### src/rtl/rdp_pkg.sv
// Shared definitions for the RDP parity encoder: FSM state type, datapath width
// and the rotate-left helper used for diagonal parity.
package rdp_pkg;

   localparam int DAT_W = 512;

   typedef enum logic [1:0] {
      ACCUM = 2'd0,
      FINAL = 2'd1,
      OUT   = 2'd2
   } state_t;

   // Rotate left by n mod DAT_W; the zero case avoids a full-width right shift.
   function automatic logic [DAT_W-1:0] rotl(input logic [DAT_W-1:0] x,
                                            input int unsigned     n);
      int unsigned s;
      s = n % DAT_W;
      if (s == 0) return x;
      return (x << s) | (x >> (DAT_W - s));
   endfunction

endpackage

### src/rtl/rdp_rotl.sv
// Combinational rotate-left of a W-bit word by a run-time amount (mod W).
// W must be a power of two so the amount wraps naturally in SHIFT_W bits.
module rdp_rotl
   import rdp_pkg::*;
#(
   parameter int W       = DAT_W,
   parameter int SHIFT_W = $clog2(W)
) (
   input  logic [W-1:0]       x,
   input  logic [SHIFT_W-1:0] amt,
   output logic [W-1:0]       y
);

   // For amt == 0 the right shift by W yields zero, leaving y == x.
   assign y = (x << amt) | (x >> (W - 32'(amt)));

endmodule

### src/rtl/rdp_parity_encoder.sv
// RDP stripe encoder: accumulates NDISK data beats into row parity P and
// diagonal parity Q. Optional handshake counter enabled by RDP_ENC_STRIPE_CNT_EN.
module rdp_parity_encoder
   import rdp_pkg::*;
#(
   parameter int NDISK = 4,
   parameter int SYM_W = 64
) (
   input  logic             clk,
   input  logic             reset_n,
   input  logic [DAT_W-1:0] t_dat,
   input  logic             t_valid,
   output logic             t_ready,
   output logic [DAT_W-1:0] i_p_dat,
   output logic [DAT_W-1:0] i_q_dat,
   output logic             i_valid,
   input  logic             i_ready
`ifdef RDP_ENC_STRIPE_CNT_EN
   ,
   output logic [15:0]      i_stripe_cnt
`endif
);

   localparam int          ROT_W     = $clog2(DAT_W);
   localparam logic [3:0]  LAST_BEAT = 4'(NDISK - 1);
   localparam int unsigned FOLD_ROT  = 32'((NDISK * SYM_W) % DAT_W);

   generate
      if (NDISK < 2 || NDISK > 15 || (DAT_W % SYM_W) != 0) begin : g_bad_param
         $error("rdp_parity_encoder: NDISK must be 2..15 and SYM_W must divide 512");
      end
   endgenerate

   state_t           state;
   logic [3:0]       cnt;
   logic [DAT_W-1:0] p_acc;
   logic [DAT_W-1:0] q_acc;
   logic [31:0]      rot_full;
   logic [ROT_W-1:0] rot_amt;
   logic [DAT_W-1:0] beat_rot;

   // Beat d lands on diagonal offset d*SYM_W; wrap mod 512 is the low bits.
   assign rot_full = 32'(cnt) * 32'(SYM_W);
   assign rot_amt  = rot_full[ROT_W-1:0];

   rdp_rotl #(.W(DAT_W), .SHIFT_W(ROT_W)) u_beat_rotl (
      .x   (t_dat),
      .amt (rot_amt),
      .y   (beat_rot)
   );

   assign t_ready = (state == ACCUM);
   assign i_valid = (state == OUT);
   assign i_p_dat = p_acc;
   assign i_q_dat = q_acc;

   // NOTE: sequential state uses non-blocking (<=) so every register samples
   // pre-edge values; the wide accumulators are plain registers and are reset
   // so the parity outputs read zero after reset.
   always_ff @(posedge clk or negedge reset_n) begin
      if (!reset_n) begin
         state <= ACCUM;
         cnt   <= '0;
         p_acc <= '0;
         q_acc <= '0;
      end else begin
         // NOTE: the default arm returns an unused encoding to a safe state.
         case (state)
            ACCUM: begin
               if (t_valid) begin
                  p_acc <= p_acc ^ t_dat;
                  q_acc <= q_acc ^ beat_rot;
                  if (cnt == LAST_BEAT) begin
                     cnt   <= '0;
                     state <= FINAL;
                  end else begin
                     cnt <= cnt + 4'd1;
                  end
               end
            end
            FINAL: begin
               q_acc <= q_acc ^ rotl(p_acc, FOLD_ROT);
               state <= OUT;
            end
            OUT: begin
               if (i_ready) begin
                  p_acc <= '0;
                  q_acc <= '0;
                  state <= ACCUM;
               end
            end
            default: state <= ACCUM;
         endcase
      end
   end

`ifdef RDP_ENC_STRIPE_CNT_EN
   always_ff @(posedge clk or negedge reset_n) begin
      if (!reset_n) begin
         i_stripe_cnt <= '0;
      end else if (i_valid && i_ready) begin
         i_stripe_cnt <= i_stripe_cnt + 16'd1;
      end
   end
`endif

endmodule

### config.mk
export PLATFORM = sky130hd
export DESIGN_NAME = rdp_parity_encoder
export DESIGN_NICKNAME = d
export VERILOG_FILES = /design/src/rtl/rdp_pkg.sv /design/src/rtl/rdp_rotl.sv /design/src/rtl/rdp_parity_encoder.sv
export SDC_FILE = /design/constraint.sdc
export NUM_CORES = 2
export LEC_CHECK = 0
export ABC_AREA = 1
export CAP_MARGIN = 20
export CORE_AREA = 2 2 600 602
export DETAILED_ROUTE_END_ITERATION = 12
export DIE_AREA = 0 0 602 604
export PLACE_DENSITY_LB_ADDON = 0.15
export REMOVE_ABC_BUFFERS = 1
export SYNTH_ARGS = -nofsm -noshare
export SYNTH_HDL_FRONTEND = slang
export SYNTH_SLANG_ARGS = --single-unit
### constraint.sdc
create_clock -name clk -period 4.9 [get_ports clk]
set_input_delay 0.98 -clock clk [delete_from_list [all_inputs] [get_ports clk]]
set_output_delay 0.98 -clock clk [all_outputs]
set_load 0.1 [all_outputs]
==> results.py <==
metrics = {
    "yosys": {
        "yosysUniqueCellTypes": 25,
        "synthXorXnorAreaFrac_pct": 0.01102,
        "synth_warnings": 0,
        "synth_area_um2": 79500,
        "synth-compound-area-share_pct": 12.34,
        "synth-simple-area-share_pct": 46.19,
        "synth_top_family_by_area": "simple AND/OR/NAND/NOR gates",
        "synth_seq_cells": 1030,
        "syn_inst": 13300,
        "synthAdderAreaFrac_pct": 0.03148,
        "syn-mean-instance-area_um2": 5.978,
        "seq_area_frac_synth_pct": 32.42,
        "synthMuxAreaShare_pct": 0,
    },
    "critical_path": {
        "cp-end-kind": "output pin",
        "required_ps": 3920,
        "path_cells": "nor2_1 -> clkdlybuf4s50_1",
        "worst-path-buf-inv": 1,
        "arrival_ps": 2880,
        "critPathMaxStageDelay_ps": 1200,
        "worst-r2r-cell-count": 10,
        "cp_max_fo": 4,
        "cpMaxStageDelayCell": "clkdlybuf4s50_1",
        "cpLargestDelayFamily": "buffers and inverters",
        "reg2reg_slack_ps": 1390,
        "r2r_start": "cnt[1]$_DFFE_PN0P_",
        "path_class": "flop to output pin",
        "cp-start-kind": "flop",
        "r2r-end": "i_q_dat[14]$_DFFE_PN0P_",
    },
    "floorplan": {
        "dieArea_um2": 363600,
        "start_util_pct": 22.23,
        "die_w_um": 602,
        "core-area_um2": 357600,
        "io_pins": 1542,
        "die_y_um": 604,
        "core.rowCount": 220,
    },
    "global_routing": {
        "grt_overflow_total": 0,
        "grt_start_max_net_pins": 161,
        "grt_pass1_wl_um": 656300,
        "grt_pass1_vias": 90020,
        "antenna_found_initial": 67,
        "track_usage_pct": 24.00,
    },
    "timing": {
        "post-route-period-util_pct": 78.71,
        "setup_tns_ps": 0,
        "slew_violations": 38,
        "clock.fmax_mhz": 259.3,
        "rsz0062_at_grt": "no",
        "setup-violations-final": 0,
        "min_period_ps": 3857,
        "tightest_slew_ps": 1543,
        "slew_headroom_pct": -2.889,
        "hold_viol": 0,
        "clock_skew_ps": 31.89,
        "fin_ws_ps": 1043,
    },
    "route": {
        "top_layer_used": "met5",
        "routed_via_density": 5.050,
        "wl_met3_um": 30290,
        "vias": 97037,
        "route.detailed.drc": 0,
        "routed_wl_um": 455900,
        "met1Wirelength_um": 191700,
        "dr.pass1.iters": 6,
        "drt-wirelength-per-cell_um": 23.73,
        "drt.antenna.violating_nets": 0,
        "drt_iter0_markers": 9417,
        "wl_met2_um": 213500,
    },
    "clock_network": {
        "htreeDepth": 4,
        "clk_path_buf_depth": 4,
        "clk_pin_slew_ps": 60,
        "tritoncts": "yes",
        "cts_hold_buf": 0,
        "cts_sinks": 1030,
        "clk_latency_ps": 860,
        "cts_resized": 0,
        "postCtsSetupBuffers": 0,
        "cts_made_buffers": 153,
        "root_buffer": "clkbuf_16",
    },
    "finish": {
        "area_growth_pct": 31.94,
        "postLayoutCoreUtil_pct": 29.33,
        "final_cells": 19216,
        "drive_above_1_share_pct": 3.989,
        "finalNetCount": 14817,
        "filler_cell_count": 39509,
    },
    "placed_design": {
        "pre_cts_ws_ps": 1318,
        "gp_congestion": 0.8842,
        "hpwl_um": 325500,
        "port_buffers": 1541,
        "dp_cells": 18913,
    },
    "min_path": {
        "hp-class": "input pin to async pin",
    },
    "outcome": {
        "violations": "max-slew violations",
        "outcome": "complete, but fails checks",
    },
    "flow_run": {
        "drv_cap": 0,
    },
}
-- layout by cell type (no fill, tap or decap), types with 2 or more instances in the layout --
master           synthesis  layout
inv_6                    0       3
clkinv_8                 0       2
clkinv_2                 0      15
inv_8                    0       7
a21oi_1               1658    1658
o21ai_0                202     202
nand3_1               3324    3324
nand2_4                  0       4
nor2_1                 753     752
nand3b_1                30      30
inv_16                   0       3
buf_4                   24     213
buf_12                   0      93
dfrtp_1               1030    1027
clkdlybuf4s50_1          0    1447
a31oi_1                 43      43
clkbuf_8                 0      34
o21ai_1                 43      43
clkinvlp_4               0       7
nor2_4                   1       2
clkbuf_1               335      30
nand2_8                  0       3
clkbuf_16                0     157
dfrtp_4                  0       3
bufinv_16                0      20
nand2_1               4424    4420
nand4_1                 63      63
inv_1                  798     797
buf_2                  480       6
diode_2                  0      28
-- per-layer routing --
| layer | GRT usage, % | up-vias |
|---|---|---|
| li1 | - | 46216 |
| met1 | 30.81 | 46465 |
| met2 | 39.59 | 3695 |
| met3 | 4.190 | 637 |
| met4 | 9.940 | 24 |
| met5 | 0 | - |
-- how the worst max path moves through the flow --
stage,from,to,cells after the start
final,state[0]$_DFFE_PN0P_,i_valid,2
after CTS,state[0]$_DFFE_PN0P_,i_valid,2
after global routing,state[0]$_DFFE_PN0P_,i_valid,2
after detailed placement,i_ready,i_q_dat[259]$_DFFE_PN0P_,10
after global placement,i_ready,i_q_dat[27]$_DFFE_PN0P_,10
after floorplan,cnt[0]$_DFFE_PN0P_,i_q_dat[448]$_DFFE_PN0P_,10
-- cell families after synthesis --
kind of cell	after synthesis
simple gates	8598
fa+ha+maj	2
flops	1030
buf+inv	1721
xor+xnor	1
compound gates	1948
-- worst register-to-register path: cells and delay by family (launching register included) --
kind	cells	cell delay (ps)
compound gates	1	170
fa+ha+maj	1	540
buf+inv	2	570
flops	1	670
simple gates	6	1440
-- per-stage QoR --
| step | cell area, um2 | hold WS [ps] |
|---|---|---|
| floorplan | 75360 | 525.3 |
| finish | 104900 | 192.7 |
| CTS | 104700 | 156.4 |
| global placement | 99240 | 515.9 |
| global route | 104900 | 188.7 |
| detailed placement | 99400 | 523.0 |
-- state kept, by name, summed over array words and instances, names as in the netlist --
signal and count:
cnt 4, i_p_dat 512, i_q_dat 512, state 2
-- cells in the mapped netlist, drive strengths merged --
master  instances  share of area, %
nand3b         30              0.28
buf           580               3.6
o22ai           1            0.0079
clkbuf        335               1.6
a31oi          43              0.34
nand4          63              0.50
nand3        3324                21
o21ai         245               1.5
o211ai          1            0.0094
nand2        4427                21
clkinv          1            0.0047
a21oi        1658                10
nor2          754               3.6
xor2            1             0.011
ha              2             0.031
inv           805               3.8
dfrtp        1030                32
-- final cells by class --
class	instances	area (um2)	area share (%)
multi-input cells	10549	46650	44.47
flip-flops and latches	1030	25790	24.58
repair buffers	1759	17970	17.14
well taps	4773	5972	5.693
clock buffers	221	4509	4.299
inverters	806	3094	2.950
clock inverters	50	835.8	0.7968
diodes	28	70.07	0.06680
Power is not shown: default switching activity piles up to over one toggle a cycle in this logic, so the estimate is an artifact.
